==> config.mk <==
export PLATFORM = sky130hd
export DESIGN_NAME = layer1_maxpool
export DESIGN_NICKNAME = d
export VERILOG_FILES = /design/src/rtl/layer1_maxpool.sv
export SDC_FILE = /design/constraint.sdc
export NUM_CORES = 2
export LEC_CHECK = 0
export ABC_AREA = 1
export BUFFER_PORTS_ARGS = -buffer_cell sky130_fd_sc_hd__buf_4
export CORE_ASPECT_RATIO = 1.5
export CORE_UTILIZATION = 50
export CTS_CLUSTER_SIZE = 28
export DETAILED_ROUTE_END_ITERATION = 10
export PLACE_DENSITY = 0.68
export RECOVER_POWER = 25
export SLEW_MARGIN = 20
export SYNTH_ARGS = -nofsm -noshare
export SYNTH_HDL_FRONTEND = slang
export SYNTH_SLANG_ARGS = --single-unit
==> constraint.sdc <==
create_clock -name clk -period 15.51 [get_ports clk]
set_clock_uncertainty 0.05 [all_clocks]
set_input_delay 1.551 -clock clk [delete_from_list [all_inputs] [get_ports clk]]
set_output_delay 1.551 -clock clk [all_outputs]
set_load 0.005 [all_outputs]
==> src/rtl/layer1_maxpool.sv <==
// layer1_maxpool: 2x2/stride-2 max pool over a raster conv stream with a half-width row buffer.
// Optional MAXPOOL_RELU_EN clamps negative pooled channels to zero.
module layer1_maxpool #(
    parameter int CH   = 8,
    parameter int DW   = 16,
    parameter int IN_W = 30,
    parameter int IN_H = 30
) (
    input  logic             clk,
    input  logic             rst,
    input  logic             in_valid,
    output logic             in_ready,
    input  logic [CH*DW-1:0] in_data,
    output logic             out_valid,
    input  logic             out_ready,
    output logic [CH*DW-1:0] out_data,
    output logic             frame_done
);
    localparam int CW   = $clog2(IN_W);
    localparam int RW   = $clog2(IN_H);
    localparam int NOUT = (IN_W / 2) * (IN_H / 2);
    localparam int OW   = $clog2(NOUT);
    localparam logic [CW-1:0] COL_LAST = CW'(IN_W - 1);
    localparam logic [RW-1:0] ROW_LAST = RW'(IN_H - 1);
    localparam logic [OW-1:0] OUT_LAST = OW'(NOUT - 1);

    typedef logic [CH*DW-1:0] pix_t;

    function automatic pix_t vmax(input pix_t a, input pix_t b);
        pix_t m;
        m = '0;
        for (int k = 0; k < CH; k++)
            m[k*DW +: DW] = $signed(a[k*DW +: DW]) > $signed(b[k*DW +: DW]) ? a[k*DW +: DW] : b[k*DW +: DW];
        return m;
    endfunction

    function automatic pix_t act(input pix_t a);
        pix_t m;
        m = a;
`ifdef MAXPOOL_RELU_EN
        for (int k = 0; k < CH; k++)
            m[k*DW +: DW] = a[k*DW + DW - 1] ? '0 : a[k*DW +: DW];
`endif
        return m;
    endfunction

    logic [CW-1:0] col;
    logic [RW-1:0] row;
    logic [OW-1:0] out_cnt;
    pix_t          hold;
    pix_t          pair;
    pix_t          rowbuf [IN_W/2];
    logic [CW-2:0] idx;
    logic          accept;
    logic          out_fire;

    assign in_ready = !out_valid || out_ready;
    assign accept   = in_valid && in_ready;
    assign out_fire = out_valid && out_ready;
    assign idx      = col[CW-1:1];
    assign pair     = vmax(hold, in_data);

    // Row buffer holds the horizontal max of each even-row pair; no reset needed.
    always_ff @(posedge clk)
        if (accept && col[0] && !row[0])
            rowbuf[idx] <= pair;

    always_ff @(posedge clk) begin
        if (rst) begin
            col        <= '0;
            row        <= '0;
            out_cnt    <= '0;
            hold       <= '0;
            out_valid  <= 1'b0;
            out_data   <= '0;
            frame_done <= 1'b0;
        end else begin
            frame_done <= out_fire && out_cnt == OUT_LAST;
            if (out_fire) begin
                out_valid <= 1'b0;
                out_cnt   <= out_cnt == OUT_LAST ? '0 : out_cnt + 1'b1;
            end
            if (accept) begin
                col <= col == COL_LAST ? '0 : col + 1'b1;
                if (col == COL_LAST)
                    row <= row == ROW_LAST ? '0 : row + 1'b1;
                if (!col[0])
                    hold <= in_data;
                if (col[0] && row[0]) begin
                    out_data  <= act(vmax(rowbuf[idx], pair));
                    out_valid <= 1'b1;
                end
            end
        end
    end
endmodule

**Word level (Yosys, flattened, before mapping)**

Memories as Yosys holds them, arrays and structs flattened. A register that Yosys moved wholly into a read port is not among the register bits.
Cells that the tools add are included.

- Bits in writable memories: 1920
- Bits of input ports: 132
- Logic and storage cells: 69
- Flip-flop bits (word level): 276
- Memories: 1
- Output and inout port bits: 131

Memories:

| name | depth | bits a word | read ports | clocked after Yosys merged registers in | write ports | RTL line | source |
|---|---|---|---|---|---|---|---|
| rowbuf | 15 | 128 | 1 | 1 | 1 | 52 | `pix_t rowbuf [IN_W/2];` |

- Mux-type cells: 26
- Bitwise gates (word level): 1
- Equal/unequal tests: 3
- Reductions and logical operators: 12
- Add/subtract/negate cells: 3
- $lt $le $gt $ge: 16

Operators by type and width:

| kind | number |
|---|---|
| greater-than comparator 16 bit | 16 |
| 2-to-1 mux 16 bit | 16 |
| adder 5 x 1 -> 5 bit (second input constant) | 2 |
| == test 5 bit (second input constant) | 2 |
| 2-to-1 mux 5 bit | 2 |
| adder 8 x 1 -> 8 bit (second input constant) | 1 |
| == test 8 bit (second input constant) | 1 |
| 2-to-1 mux 4 bit | 2 |
| 2-to-1 mux 8 bit | 1 |
| logical AND 1 bit | 6 |
| AND reduction 2 bit | 3 |
| 2-to-1 mux 1 bit | 5 |
| zero test 1 bit | 2 |
| logical OR 1 bit | 1 |
| NOT 1 bit | 1 |

**Logic depth before layout (Yosys ltp)**

- Depth in word-level cells: 7
- Mapped depth: 32
- Gate-level depth less buffers: 31

**Least setup slack after synthesis**

Ideal clock, no wire load.

- Kind: input -> register
- From: input port out_ready
- To: memory rowbuf[11][0] in the netlist's numbering, enable pin
- Stages: 8
- Required time: 14.687 ns
- Arrival: 10.988 ns
- Setup time: 0.773 ns
- Slack: 3.699 ns
- Path buffers: 0
- Cells stage by stage: inv_1 nand2_1 nand2_1 nor2_1 inv_1 nor2_1 nand3_1 nor3_1

- Cells in the longest elaborated chain, start to end: 6

Ends and longest elaborated chain:

| what | RTL line | source |
|---|---|---|
| from (decl) | 15 | `input logic out_ready,` |
| logical OR 1 bit | 57 | `assign in_ready = !out_valid \|\| out_ready;` |
| named net in_ready | 12 | `output logic in_ready,` |
| logical AND 1 bit | 58 | `assign accept = in_valid && in_ready;` |
| logical AND 1 bit (2 in a row) | 65 | `if (accept && col[0] && !row[0])` |
| 2-to-1 mux 1 bit | 65 |  |
| 2-to-1 mux 1 bit (not written as such) | 66 | `rowbuf[idx] <= pair;` |
| to (decl) | 52 |  |

The timed path passes the listed nets, and every way through them passes these cells.

**Final worst setup path**

- From: input port out_ready
- To: memory rowbuf[0][57] in the netlist's numbering, enable pin

- Cells in the longest elaborated chain, start to end: 6

Ends and longest elaborated chain:

| what | RTL line |
|---|---|
| logical OR 1 bit | 57 |
| logical AND 1 bit | 58 |
| logical AND 1 bit (2 in a row) | 65 |
| 2-to-1 mux 1 bit | 65 |
| 2-to-1 mux 1 bit (not written as such) | 66 |

Every way passes these cells.

==> results.md <==
- Max-slew headroom: -575%
- P per Cell Area: 121 mW/mm2
- Number of flops mapped to enable cells by yosys: ~1900
- Iteration-0 DRC Markers: between 7000 and 8000
- Hold Violations, Final: 0
- DR vias: slightly above 70000
- Clk Latency, worst-skew pair: around 0.88 ns
- CTS Hold Bufs: 0
- Internal power: 9.69 mW
- Core area: a little under 0.2 mm2
- Drt pass-1 iters: 8
- Crit end category: flop
- Master of the slowest instance on the critical path: clkbuf_1
- CTS sink cnt: 2200
- Non-filler instance count after layout: 12286
- Gate Count Post-Synth: roughly 9500
- Setup crit start kind: input port
- Status: finished, violations left
- CTS tree: yes
- Seq pwr share: 51.2%
- Clock power share: a little under two fifths
- CTS Buf Count: between 200 and 250
- Max Fclk: a little under 0.1 GHz
- I/O Buffers: roughly 260
- Worst-case clock buffer depth: 4
- Total power: around 13 mW
- # IOs: ~260
- Largest family of logic cells by synthesized area: simple AND/OR/NAND/NOR gates
- Critical path class: input port to flop
- Ys flop type: edfxtp_1
- Mux cell area share after synthesis: 0%
- Initial Util: roughly 50%
- # Max-Cap Violations: 29
- Syn Area/Cell: just over 10 um2
- Die area: around 0.2 mm2
- Commonest cells after routing, fill and taps aside: nand2_1 (2681), edfxtp_1 (1920), nand3_1 (1146), inv_1 (667), nor2_1 (623)
- Fillcell total: 16553
- Post-route DRC: 0
- Vias in the first global route: about 70000
- YS warnings: 0
- Least-Margin Pin Slew: 10.13 ns
- CP startpoint: out_ready
- Layout cell share with drive strength beyond 1: about 5.8%
- Hold path start: out_data[8]
- Critical path data arrival time: between 10 and 15 ns
- Failing checks: capacitance limit, slew limit
- Min-delay worst type: flop to flop
- Clock period minus worst slack: between 10 and 15 ns
- Post-CTS setup buffer count: 0
- Pin count of the biggest net entering global routing: approximately 210
- CP most frequent cell: inv_1
- Final setup fails: 0
- Post-Synth Adder-Cell Area: under 10%
- Critical Path RT: about 16 ns
- Via/cell ratio: between 5 and 6
- Logic gate share of total power: between 10 and 15%
- Leakage power: between 40 and 50 nW
- Count of cells resized by post-cts repair: 0
- Inst Count DP: approximately 12000
- CP Cell Sequence: clkbuf_1, inv_1, nand2_1, nand2_1, nor2_1, inv_1, nor2_1, inv_1, nor3_1, clkbuf_1
- Area growth syn-to-layout: 9.45%
- Period utilisation layout: around two thirds
- Die H: 544 um
- Synth Area in XOR/XNOR: less than 1%
- Most common cell after layout, fill and taps aside: nand2_1
- Slew Viols, Final: roughly 1000
- Root Buffer: clkbuf_16
- Yosys reg bits: between 2000 and 2500
- Congestion Overflow GR: 0
- Synth Area in Compound Gates: approximately 6.2%
- Final nets: just under 10000
- Drt total wl: approximately 290000 um
- Final TNS setup: 0 ns
- Largest stage delay, worst path: 6.88 ns
- Area of the multi-input gates: ~0.029 mm2
- H-tree depth: 4
- Simple-gate share of the synthesized area: between 20 and 25%
- Asr flop ratio synth: 0%
- Crit-path max FO: roughly 100
- Switching Fraction: about a quarter
- Worst r2r src: col[0]
- GPL Wtd Cong: 0.959
- Antenna-violating nets left: 0
- Net Count, Synth: approximately 9900
- Psw: 3.31 mW
- Synth unique cells: 40
- Core Rows: around 200
- Clock transition at path regs: approximately 0.060 ns
- Synth Cell Area: between 0.09 and 0.1 mm2
- Antenna violations before repair: 14
- Worst VDD drop: 112 uV
- Die Wd: ~360 um
- GRT Overall Usage: 29.2%
- DP HPWL: between 150000 and 200000 um
- Wire per inst: approximately 24 um
- RSZ-0062 raised after global routing: no
- Register area: between 0.06 and 0.07 mm2
- First-pass GRT wire length: 433000 um
- Register area share after synthesis: 64.6%
- Final core occ: 55.2%
## synthesized netlist by cell type, drive strengths merged (2+ instances only)
| library cell | count | share of area [%] |
|---|---|---|
| nand2 | 2683 | 10 |
| nor2 | 624 | 2.4 |
| nor3b | 4 | 0.031 |
| nor3 | 26 | 0.14 |
| o22ai | 46 | 0.29 |
| a21o | 14 | 0.11 |
| clkinv | 4 | 0.015 |
| a21oi | 484 | 2.5 |
| edfxtp | 1920 | 59 |
| o211ai | 126 | 0.97 |
| dfxtp | 280 | 5.7 |
| o21bai | 2 | 0.015 |
| o21ai | 375 | 1.9 |
| a211oi | 3 | 0.023 |
| nand3 | 1157 | 6.0 |
| xor2 | 3 | 0.027 |
| ha | 262 | 3.3 |
| nand4 | 222 | 1.4 |
| o221ai | 44 | 0.39 |
| clkbuf | 180 | 0.69 |
| buf | 379 | 2.2 |
| inv | 671 | 2.6 |
## registers in the layout, indices dropped and copies added (netlist names), named ones only
signal      count
col             5
frame_done      1
hold          128
out_cnt         8
out_data      128
out_valid       1
row             5
rowbuf       1920
## layer usage
layer | part of all wire, % | vias to the layer above | GRT usage, %
li1 | - | 32810 | -
met1 | 36 | 35285 | 34.3
met4 | 6.8 | 2 | 17.9
met3 | 7.7 | 859 | 4.34
met2 | 50 | 3424 | 50.5
met5 | 0.0031 | - | 0
## cell families (layout without fill, tap and decap cells)
logic type	after synthesis	after routing
XOR/XNOR	4	4
other	0	13
AND/OR/NAND/NOR	4718	4718
flip-flops	2200	2200
adder cells (fa/ha/maj)	262	262
buffers and inverters	1234	1392
AO/OA/AOI/OAI	1097	1097
## power groups by stage
stage          Combinational (mW)  Sequential [mW]  Clock, mW
2_1_floorplan               0.991             6.76          0
3_3_place_gp                 1.39             6.78          0
3_5_place_dp                 1.44             6.78          0
4_1_cts                      1.44             6.65       4.92
5_1_grt                      1.61             6.66       5.13
6_report                     1.46             6.66       4.88
## layout make-up
cell class / count / share of cell area (%)
timing repair buffer: 353 / 2.27
clock inverter: 100 / 0.693
antenna: 13 / 0.0304
sequential: 2200 / 59.1
tap: 2600 / 3.04
multi-input combinational: 6081 / 27.3
clock buffer: 264 / 5.21
inverter: 675 / 2.40
## stage by stage
stage | hold WS, ns | area, um2 | setup WS, ns
5_1_grt | 0.439 | 107000 | 5.14
2_1_floorplan | 0.398 | 97900 | 3.70
3_5_place_dp | 0.410 | 101000 | 8.48
4_1_cts | 0.421 | 108000 | 9.02
6_report | 0.418 | 107000 | 5.43
3_3_place_gp | 0.406 | 101000 | 8.55
## worst paths after layout
path	end	slack, ns	cells after the start
max	rowbuf[0][57]	5.43	10
min	out_data[8]	0.42	2
max reg2reg	rowbuf[0][57]	5.84	7
min reg2reg	out_data[8]	0.42	2
## critical path: cells and delay by family
kind	cells	cell delay, ns
AND/OR/NAND/NOR	5	0.96
buffers and inverters	5	7.26
Note: power is estimated with default switching activity, not from simulation.
